$ cat src/rtl/calc_pkg.sv
// Shared definitions for the calculator operand-entry path: key codes,
// entry-sequencer state encoding and the default operand magnitude limit.
package calc_pkg;

  // Largest operand magnitude accepted by default; operands are 7-bit magnitudes.
  localparam int MAX_MAG_DEFAULT = 127;

  // Non-digit key codes. Codes 0-9 are digits; E and F are unused.
  localparam logic [3:0] KEY_SIGN = 4'hA;
  localparam logic [3:0] KEY_PLUS = 4'hB;
  localparam logic [3:0] KEY_EQ   = 4'hC;
  localparam logic [3:0] KEY_CLR  = 4'hD;

  // Entry sequencer states; the encoding is exported for the display mux.
  typedef enum logic [1:0] {
    ST_ENTER_A = 2'd0,
    ST_ENTER_B = 2'd1,
    ST_DONE    = 2'd2,
    ST_ILLEGAL = 2'd3
  } calc_state_t;

  // True for the decimal digit keys 0-9.
  function automatic logic is_digit(input logic [3:0] code);
    return (code <= 4'd9);
  endfunction

endpackage

$ cat src/rtl/dec_accum.sv
// Decimal digit accumulator: appends one digit to a magnitude and rejects the
// result if it would exceed MAX_MAG. Purely combinational; shared by A and B.
module dec_accum
  import calc_pkg::*;
#(
  parameter int MAX_MAG = MAX_MAG_DEFAULT
) (
  input  logic [6:0] mag,
  input  logic [3:0] digit,
  output logic [6:0] next_mag,
  output logic       reject
);

  // 11 bits holds the worst case 127*10 + 9 = 1279 without wrapping.
  logic [10:0] cand;

  // Form mag*10 + digit and keep the old magnitude when it is out of range.
  always_comb begin
    cand     = (11'(mag) * 11'd10) + 11'(digit);
    reject   = (cand > 11'(MAX_MAG));
    next_mag = reject ? mag : cand[6:0];
  end

endmodule

$ cat src/rtl/calc_operand_entry.sv
// Keypad operand-entry sequencer. Accumulates decimal keys into two
// sign-magnitude operands and presents them, frozen and flagged valid, to the
// signed adder once '=' is pressed.
module calc_operand_entry
  import calc_pkg::*;
#(
  parameter int MAX_MAG = MAX_MAG_DEFAULT
) (
  input  logic       Clk,
  input  logic       Rst,
  input  logic       Key_Valid,
  input  logic [3:0] Key_Code,
  output logic [7:0] A,
  output logic [7:0] B,
  output logic       Sign_A,
  output logic       Sign_B,
  output logic       Op_Valid,
  output logic       Entry_Err,
  output logic [1:0] State
);

  calc_state_t state_reg;
  logic [6:0]  a_reg;
  logic [6:0]  b_reg;
  logic        sign_a_reg;
  logic        sign_b_reg;
  logic        op_valid_reg;
  logic        entry_err_reg;

  logic [6:0]  cur_mag;
  logic [6:0]  acc_next;
  logic        acc_reject;

  // Only the operand currently being entered feeds the shared accumulator.
  always_comb begin
    cur_mag = (state_reg == ST_ENTER_B) ? b_reg : a_reg;
  end

  dec_accum #(
    .MAX_MAG (MAX_MAG)
  ) u_dec_accum (
    .mag      (cur_mag),
    .digit    (Key_Code),
    .next_mag (acc_next),
    .reject   (acc_reject)
  );

  // Entry FSM with the operand, sign, valid and error registers.
  always_ff @(posedge Clk or negedge Rst) begin
    if (!Rst) begin
      state_reg     <= ST_ENTER_A;
      a_reg         <= '0;
      b_reg         <= '0;
      sign_a_reg    <= 1'b0;
      sign_b_reg    <= 1'b0;
      op_valid_reg  <= 1'b0;
      entry_err_reg <= 1'b0;
    end else if (state_reg == ST_ILLEGAL ||
                 (Key_Valid && Key_Code == KEY_CLR)) begin
      // Illegal-state recovery and the clear key both behave like reset.
      state_reg     <= ST_ENTER_A;
      a_reg         <= '0;
      b_reg         <= '0;
      sign_a_reg    <= 1'b0;
      sign_b_reg    <= 1'b0;
      op_valid_reg  <= 1'b0;
      entry_err_reg <= 1'b0;
    end else if (Key_Valid) begin
      case (state_reg)
        ST_ENTER_A: begin
          if (is_digit(Key_Code)) begin
            if (acc_reject) entry_err_reg <= 1'b1;
            else            a_reg         <= acc_next;
          end else if (Key_Code == KEY_SIGN) begin
            sign_a_reg <= ~sign_a_reg;
          end else if (Key_Code == KEY_PLUS) begin
            // B and its sign are already zero here, so no clearing is needed.
            state_reg <= ST_ENTER_B;
          end
        end
        ST_ENTER_B: begin
          if (is_digit(Key_Code)) begin
            if (acc_reject) entry_err_reg <= 1'b1;
            else            b_reg         <= acc_next;
          end else if (Key_Code == KEY_SIGN) begin
            sign_b_reg <= ~sign_b_reg;
          end else if (Key_Code == KEY_EQ) begin
            state_reg    <= ST_DONE;
            op_valid_reg <= 1'b1;
          end
        end
        ST_DONE: begin
          // Only a digit leaves DONE; it seeds A and starts a fresh calculation.
          if (is_digit(Key_Code)) begin
            state_reg     <= ST_ENTER_A;
            a_reg         <= {3'b000, Key_Code};
            sign_a_reg    <= 1'b0;
            b_reg         <= '0;
            sign_b_reg    <= 1'b0;
            op_valid_reg  <= 1'b0;
            entry_err_reg <= 1'b0;
          end
        end
        default: begin
          state_reg <= ST_ENTER_A;
        end
      endcase
    end
  end

  // Outputs come straight from registers; bit 7 of each magnitude is always 0.
  always_comb begin
    A         = {1'b0, a_reg};
    B         = {1'b0, b_reg};
    Sign_A    = sign_a_reg;
    Sign_B    = sign_b_reg;
    Op_Valid  = op_valid_reg;
    Entry_Err = entry_err_reg;
    State     = state_reg;
  end

endmodule

$ cat config.mk
export PLATFORM = sky130hd
export DESIGN_NAME = calc_operand_entry
export DESIGN_NICKNAME = d
export VERILOG_FILES = /design/src/rtl/calc_pkg.sv /design/src/rtl/dec_accum.sv /design/src/rtl/calc_operand_entry.sv
export SDC_FILE = /design/constraint.sdc
export NUM_CORES = 1
export LEC_CHECK = 0
export ABC_AREA = 0
export CORE_AREA = 2 2 51 72
export DETAILED_ROUTE_END_ITERATION = 8
export DIE_AREA = 0 0 53 74
export GPL_ROUTABILITY_DRIVEN = 1
export PLACE_DENSITY = 0.74
export SLEW_MARGIN = 0
export SYNTH_ARGS = -nofsm -noshare
export SYNTH_HDL_FRONTEND = slang
export SYNTH_SLANG_ARGS = --single-unit
$ cat constraint.sdc
create_clock -name Clk -period 4.3 [get_ports Clk]
set_input_delay 1.29 -clock Clk [delete_from_list [all_inputs] [get_ports Clk]]
set_output_delay 1.29 -clock Clk [all_outputs]
set_load 0.02 [all_outputs]
# Word level (Yosys, flattened, before mapping)
# Index checks and enable logic that the tools add are counted.
[totals]
reg_bits = 20
inputBits = 7
out_inout_bits = 22
word_cells = 93
[classes]
add_sub_neg = 1
n_mul = 1
magnitude_cmp = 2
eq_ne = 22
muxes = 43
bitwise_logic = 2
n_reduce_logical = 15
[op_table]
columns = ["operator", "n"]
rows = [
  ["$mux W7", 9],
  ["$pmux W7 S2", 2],
  ["$ne A3 B3 Y1 const B", 9],
  ["$reduce_and A5 Y1", 5],
  ["$mux W1", 18],
  ["$mux W2", 9],
  ["$eq A4 B4 Y1 const B", 4],
  ["$ne A3 B1 Y1 const B", 5],
  ["$add A11 B4 Y11", 1],
  ["$gt A11 B7 Y1 const B", 1],
  ["$mul A7 B3 Y10 const B", 1],
  ["$reduce_bool A3 Y1", 3],
  ["$pmux W1 S2", 4],
  ["$reduce_and A8 Y1", 1],
  ["$pmux W2 S3", 1],
  ["$reduce_and A6 Y1", 1],
  ["$eq A2 B2 Y1 const B", 2],
  ["$le A4 B4 Y1 const B", 1],
  ["$ne A3 B2 Y1 const B", 1],
  ["$eq A2 B1 Y1 const B", 1],
  ["$logic_not A2 Y1", 1],
  ["$not A1 Y1", 2],
  ["$reduce_bool A2 Y1", 1],
  ["$reduce_or A2 Y1", 1],
  ["other kinds (2)", 2],
]

# Depth between registers and ports, before layout
# Gate-level depths: netlist of run 1.
[depth]
depth_word = 10
ltp_mapped = 13
ltp_nobuf = 11

# Hierarchy
# From an unflattened synthesis of run 1, not the netlist that was laid out.
[unflattened]
cells_unflattened = 154
area_unflattened_um2 = 1660.3
[modules_own_cells]
columns = ["module", "n_inst", "cells_each", "area_each_um2", "seq_area_each_um2"]
rows = [
  ["calc_operand_entry", 1, 108, 1189.9, 500.5],
  ["dec_accum", 1, 46, 470.5, 0.0],
]

# Worst setup path before layout of run 1
# Ideal clock, no wire load.
[synth_timing]
path_type = "flip-flop to flip-flop"
start = "reg state_reg[1], in the netlist State[1]"
end = "reg a_reg[0]"
setup_ns = 0.125
arrival_time_ns = 3.286
required_time_ns = 4.175
slack_ns = 0.890
path_stages_with_launch = 13
path_buffers = 1
synth_period_minus_slack_ns = 3.410
path_cell_list = "dfrtp_1 -> nand2b_1 -> buf_6 -> mux2_2 -> ha_1 -> ha_1 -> fa_1 -> xnor2_1 -> nor2_1 -> and3_1 -> mux2i_1 -> o31ai_4 -> mux2_2"
[synth_between]
elab_chain_cells = 7
elab_cells_between_ends = 18
classes_between = "1 x add/sub; 1 x mul; 1 x order compare; 6 x eq/ne; 4 x mux; 5 x reduce/logical"
[synth_lines]
columns = ["element", "line_no", "source"]
rows = [
  ["start: declaration", "calc_operand_entry.sv:22", "calc_state_t state_reg;"],
  ["start signal: assignment", "calc_operand_entry.sv:51", "state_reg <= ST_ENTER_A;"],
  ["start signal: assignment", "calc_operand_entry.sv:61", "state_reg <= ST_ENTER_A;"],
  ["start signal: assignment", "calc_operand_entry.sv:78", "state_reg <= ST_ENTER_B;"],
  ["$eq A2 B1 Y1", "calc_operand_entry.sv:36", "cur_mag = (state_reg == ST_ENTER_B) ? b_reg : a_reg;"],
  ["$mux W7", "calc_operand_entry.sv:36", ""],
  ["$mul A7 B3 Y10", "dec_accum.sv:19", "cand = (11'(mag) * 11'd10) + 11'(digit);"],
  ["$add A11 B4 Y11", "dec_accum.sv:19", ""],
  ["$gt A11 B7 Y1", "dec_accum.sv:20", "reject = (cand > 11'(MAX_MAG));"],
  ["$ne A3 B3 Y1 (no line)", "n/a", ""],
  ["$reduce_and A5 Y1 (no line)", "n/a", ""],
  ["end signal: assignment", "calc_operand_entry.sv:73", "else a_reg <= acc_next;"],
  ["end signal: assignment", "calc_operand_entry.sv:96", "a_reg <= {3'b000, Key_Code};"],
  ["end: declaration", "calc_operand_entry.sv:23", "logic [6:0] a_reg;"],
]
# Several ways; a longest one is shown, not always the timed one. The select of a mux whose other input is x is not followed.
# A chain may end at the register's enable or synchronous reset.

# Worst setup path in the final report of run 1
[layout_timing]
start = "reg state_reg[0], in the netlist State[0]"
end = "reg b_reg[4]"
[layout_between]
elab_chain_cells = 9
elab_cells_between_ends = 19
classes_between = "1 x add/sub; 1 x mul; 1 x order compare; 6 x eq/ne; 6 x mux; 4 x reduce/logical"
[layout_lines]
columns = ["element", "line_no", "source"]
rows = [
  ["parallel branches: the longest is 9 deep, another holds $add A11 B4 Y11", "n/a", ""],
  ["end signal: assignment", "calc_operand_entry.sv:84", "else b_reg <= acc_next;"],
  ["end: declaration", "calc_operand_entry.sv:24", "logic [6:0] b_reg;"],
]
# Several ways; the timed one is not identified. The select of a mux whose other input is x is not followed.

==> run metrics, run 1 <==
Hold Crit Depth=1; share of layout cells above drive strength 1=0.132; RSZ-0062 raised after global routing=false; count of final setup violators=0; Critical Path RT=4480 ps; largest net degree at the start of global routing=21; Final Cell Area=1910 um^2; Final GP Congestion=0.854; Initial Util=0.479; Via Count=1258; count of yosys warnings during synthesis=0; Post-synth EDFFs=0; FP Rows=25; CTS tree=built; Final Max Slew Viols=0; core area=3280 um^2; WP depth=11; Antenna Violating Nets Remaining=0; Final Hold Viols=0; Placed Area=1850 um^2; die area=3920 um^2; # diodes=0; hold_buf cts=0; Die Height=74 um; io pins=29; grt ovf=0; Slew headroom=0.361; Avg Inst Size Synth=9.60 um^2; Worst-Margin Slew=956 ps; initial antenna violation count=0; ys async rst share=1.00; vias in the first global route=1333; CP bufs+invs=0; CP cell instances=nand2b_1, mux2_2, ha_1, ha_1, fa_1, xnor2_1, nor2_1, and3_1, mux2i_1, or3_1, mux2i_1; worst reg-to-reg path cell count=11; nets@finish=212; Sink Count=20; peak supply drop=0.647 mV; Tot GR Track Use=0.206; Critical Path Source Type=flip-flop; register area=500 um^2; Final Skew=3.68 ps; most common cell after layout, fill and taps aside=clkdlybuf4s50_1; setup ws final=515 ps; period utilization=0.880; global-route wire length before repair=6070 um; dpl ws=346 ps; status=completed; Num CTS Buffers=3; Syn Std Cell Area=1570 um^2; DRC=0; die width=53 um; clk buf depth=2; TNS Setup=0 ps; pwr dens=937 nW/um^2; Initial DRT Pass Iterations=4; Overall Power=1.79 mW; cell-internal power=0.954 mW; hpwl dp=2810 um; Fillers=307; # Post-CTS Setup Buffers=0; drt total wl=3480 um; Net Sw Frac=0.467; drt wl/cell=15.2 um; Seq/Total Area, Yosys=0.318; hold slack=490 ps; slowest cell on the critical path=or3_1; Sequential Power Share=0.178; Area Overhead vs Synth=21.3%; Post-synth top flop=dfrtp_1; PortBufs=26; Max-Cap Viols=0; Leakage=0.908 nW; Hold WC Path Type=reg -> reg; CP arrival=3960 ps; Clock Latency Late Sink=260 ps; Clk pin slew, worst setup/hold paths=80 ps; Syn Inst Count=164; Multi-input gate area=995 um^2; most frequent cells in the layout=26 x clkdlybuf4s50_1, 20 x dfrtp_1, 17 x nand2_1, 16 x nor2_1, 13 x ha_1; Vias/cell=5.49; Worst setup EP type=flip-flop; #FFs+latches synth=20; FMAX=264 MHz; Period minus WS final=3780 ps; clock share of power=0.080; combinational cell fraction of total power=0.742; Unique masters post-synth=42; worst-path fanout max=8; CTS-repair resized insts=0; root buffer cell=clkbuf_8; CTS H-tree depth=1; Crit Path Class=reg -> reg; Largest delay share family, worst path=simple AND/OR/NAND/NOR gates; drt initial violations=18; slowest stage delay, CP=460 ps; Switch Pwr=0.835 mW
[power by group through the flow]
stage / Sequential [mW] / Clock (mW) / Combinational (mW)
final: 0.319 / 0.144 / 1.33
after global routing: 0.330 / 0.154 / 1.49
after CTS: 0.320 / 0.148 / 1.34
after detailed placement: 0.323 / 0 / 1.33
after global placement: 0.316 / 0 / 1.30
after floorplan: 0.410 / 0 / 0.886
[layout make-up]
type | instances | share of cell area
clock buffer | 4 | 0.0288
inverter | 7 | 0.0138
multi-input combinational | 129 | 0.521
sequential | 20 | 0.262
tap | 40 | 0.0262
timing repair buffer | 29 | 0.148
[cell families after synthesis]
group / after synthesis / synth area share
and+or+nand+nor: 56 / 0.176
AOI/OAI and AO/OA: 27 / 0.129
muxes: 24 / 0.165
DFF: 20 / 0.318
buffers and inverters: 16 / 0.0525
adders and majority gates: 15 / 0.129
xor gates and xnor gates: 5 / 0.0278
other: 1 / 0.00238
[per-layer routing]
layer	vias to the layer above	GRT usage	part of all wire
met3	10	0.0201	0.027
met4	0	0.0712	0.023
met1	610	0.246	0.42
met2	24	0.376	0.53
met5	-	0	0
li1	614	-	-
[path summary, 6_finish.rpt]
path | start | to | slack, ps
worst max-delay path | State[0] | b_reg[4] | 520
worst min-delay path | Sign_A | Sign_A | 490
worst max register to register | State[0] | b_reg[4] | 520
worst min register to register | Sign_A | Sign_A | 490
max in group asynchronous | Rst | b_reg[4] | 2160
min in group asynchronous | Rst | Op_Valid | 1560
[cells in the mapped netlist (all sizes together) (2+ instances only)]
| cell type | n | area, um^2 |
|---|---|---|
| dfrtp | 20 | 500 |
| nand2 | 17 | 63.8 |
| nor2 | 16 | 60.1 |
| ha | 13 | 163 |
| mux2 | 13 | 150 |
| mux2i | 11 | 110 |
| o21ai | 8 | 40.0 |
| inv | 7 | 26.3 |
| a21oi | 5 | 25.0 |
| clkbuf | 5 | 18.8 |
| nor2b | 5 | 31.3 |
| buf | 4 | 37.5 |
| o31ai | 3 | 50.1 |
| or3 | 3 | 18.8 |
| xnor2 | 3 | 26.3 |
| a21o | 2 | 15.0 |
| and2 | 2 | 12.5 |
| and3 | 2 | 12.5 |
| fa | 2 | 40.0 |
| nand2b | 2 | 12.5 |
| nor3 | 2 | 15.0 |
| o21a | 2 | 15.0 |
| xor2 | 2 | 17.5 |
[per-stage QoR]
step / util / instances
floorplan: - / 165
global placement: 0.565 / 225
detailed placement: 0.565 / 225
CTS: 0.581 / 229
global route: 0.581 / 229
finish: 0.581 / 229
Note: power is estimated with default switching activity, not from simulation.
==> inputs of run 2 (changes only) <==
--- a/config.mk
+++ b/config.mk
@@ -7,7 +7,7 @@
 export LEC_CHECK = 0
 export ABC_AREA = 0
-export CORE_AREA = 2 2 51 72
+export CORE_AREA = 2 2 60 62
 export DETAILED_ROUTE_END_ITERATION = 8
-export DIE_AREA = 0 0 53 74
+export DIE_AREA = 0 0 62 64
 export GPL_ROUTABILITY_DRIVEN = 1
 export PLACE_DENSITY = 0.74
==> constraint.sdc (replaced) <==
create_clock -name Clk -period 4.3 [get_ports Clk]
set_input_delay 0.43 -clock Clk [delete_from_list [all_inputs] [get_ports Clk]]
set_output_delay 0.43 -clock Clk [all_outputs]
set_load 0.02 [all_outputs]
==> run 2 against run 1 <==
Against the previous run:
- core utilization up 0.15 points
- final cell count up 2.6%
- design area up 0.26%
- count of clock-buffer cells in the layout down 1
- sequential power about the same
- critical path type unchanged
- critical endpoint is now b_reg[3]
==> run metrics, run 2 (synthesized netlist as in run 1, its figures left out) <==
Sequential Power Share=0.175; setup ws final=540 ps; pwr dens=950 nW/um^2; Worst setup EP type=flip-flop; count of final setup violators=0; Initial DRT Pass Iterations=4; Final Util=0.583; largest net degree at the start of global routing=21; Final GP Congestion=0.851; period utilization=0.874; drt initial violations=80; hpwl dp=2880 um; slowest cell on the critical path=or3_1; RSZ-0062 raised after global routing=false; dpl ws=554 ps; peak supply drop=0.655 mV; nets@finish=212; die width=62 um; worst-path fanout max=8; slowest stage delay, CP=470 ps; CTS-repair resized insts=0; initial antenna violation count=0; hold slack=500 ps; Fillers=293; vias in the first global route=1285; Final Hold Viols=0; global-route wire length before repair=6250 um; Clk pin slew, worst setup/hold paths=120 ps; Switch Pwr=0.851 mW; combinational cell fraction of total power=0.740; Initial Util=0.479; CP cell instances=nand2b_1, mux2_2, ha_1, ha_1, fa_1, xnor2_1, nor2_1, and3_1, mux2i_1, or3_1, mux2i_1; Multi-input gate area=995 um^2; TNS Setup=0 ps; FMAX=266 MHz; drt wl/cell=15.7 um; Sink Count=20; share of layout cells above drive strength 1=0.132; root buffer cell=clkbuf_4; CTS H-tree depth=1; drt total wl=3680 um; Die Height=64 um; CTS tree=built; Antenna Violating Nets Remaining=0; register area=500 um^2; most frequent cells in the layout=26 x clkdlybuf4s50_1, 20 x dfrtp_1, 17 x nand2_1, 16 x nor2_1, 13 x ha_1; Area Overhead vs Synth=21.6%; Leakage=0.907 nW; Period minus WS final=3760 ps; Final Skew=1.71 ps; clock share of power=0.085; Max-Cap Viols=0; cell-internal power=0.967 mW; Clock Latency Late Sink=300 ps; # diodes=0; grt ovf=0; Vias/cell=5.45; Worst-Margin Slew=912 ps; Final Max Slew Viols=0; DRC=0; Crit Path Class=reg -> reg; Tot GR Track Use=0.214; PortBufs=26; most common cell after layout, fill and taps aside=clkdlybuf4s50_1; Net Sw Frac=0.468; CP arrival=3990 ps; Num CTS Buffers=3; die area=3970 um^2; FP Rows=21; placed cell count=231; # Post-CTS Setup Buffers=0; Hold WC Path Type=reg -> reg; Slew headroom=0.390; Cell Count, Final, Fillers Out=235; core area=3280 um^2; hold_buf cts=0; io pins=29; Via Count=1281; clk buf depth=2; status=completed; Critical Path Source Type=flip-flop; Critical Path RT=4530 ps
## run 2: area by class of cell
type	instances	share of cell area
multi-input combinational	129	0.520
inverter	7	0.0137
clock buffer	3	0.0118
clock inverter	1	0.0157
sequential	20	0.261
timing repair buffer	29	0.148
tap	46	0.0301
## run 2: metal layers
layer | vias up | GRT usage | wire, um
met4 | 0 | 0.104 | 95
met3 | 6 | 0.0182 | 131
met5 | - | 0 | 0
li1 | 621 | - | -
met1 | 616 | 0.290 | 1620
met2 | 38 | 0.332 | 1840
## run 2: power groups by stage
stage	Sequential, mW	Combinational, mW	Clock [mW]
after floorplan	0.410	0.886	0
after global placement	0.322	1.29	0
after detailed placement	0.323	1.34	0
after CTS	0.318	1.35	0.161
after global routing	0.329	1.49	0.169
final	0.319	1.35	0.154
## run 2: metrics by stage
stage | area [um^2] | total power [mW]
6_report | 1910 | 1.82
5_1_grt | 1910 | 1.99
4_1_cts | 1910 | 1.83
3_5_place_dp | 1860 | 1.67
3_3_place_gp | 1860 | 1.62
2_1_floorplan | 1580 | 1.30
## run 2: worst paths after layout
| kind | slack (ps) | end | from | cells past startpoint |
|---|---|---|---|---|
| setup reg to reg | 540 | b_reg[3] | State[1] | 11 |
| min in group asynchronous | 630 | Sign_A | Rst | 1 |
| hold reg to reg | 500 | Entry_Err | Entry_Err | 2 |
| max in group asynchronous | 3120 | State[0] | Rst | 1 |
| hold / removal | 500 | Entry_Err | Entry_Err | 2 |
| setup / recovery | 540 | b_reg[3] | State[1] | 11 |
## run 2: worst max-delay path: cells and delay by family (launching register included)
family,cells,cell delay [ps]
simple gates,4,1100
xor+xnor,1,280
fa+ha+maj,3,970
flops,1,350
mux,3,970
==> inputs of run 3 (changes only) <==
Settings changed: CTS_CLUSTER_DIAMETER from default to 80, SLEW_MARGIN 0 to default.
==> results of run 3 <==
No change in the layout: final DEF, timing and power equal those of run 2.
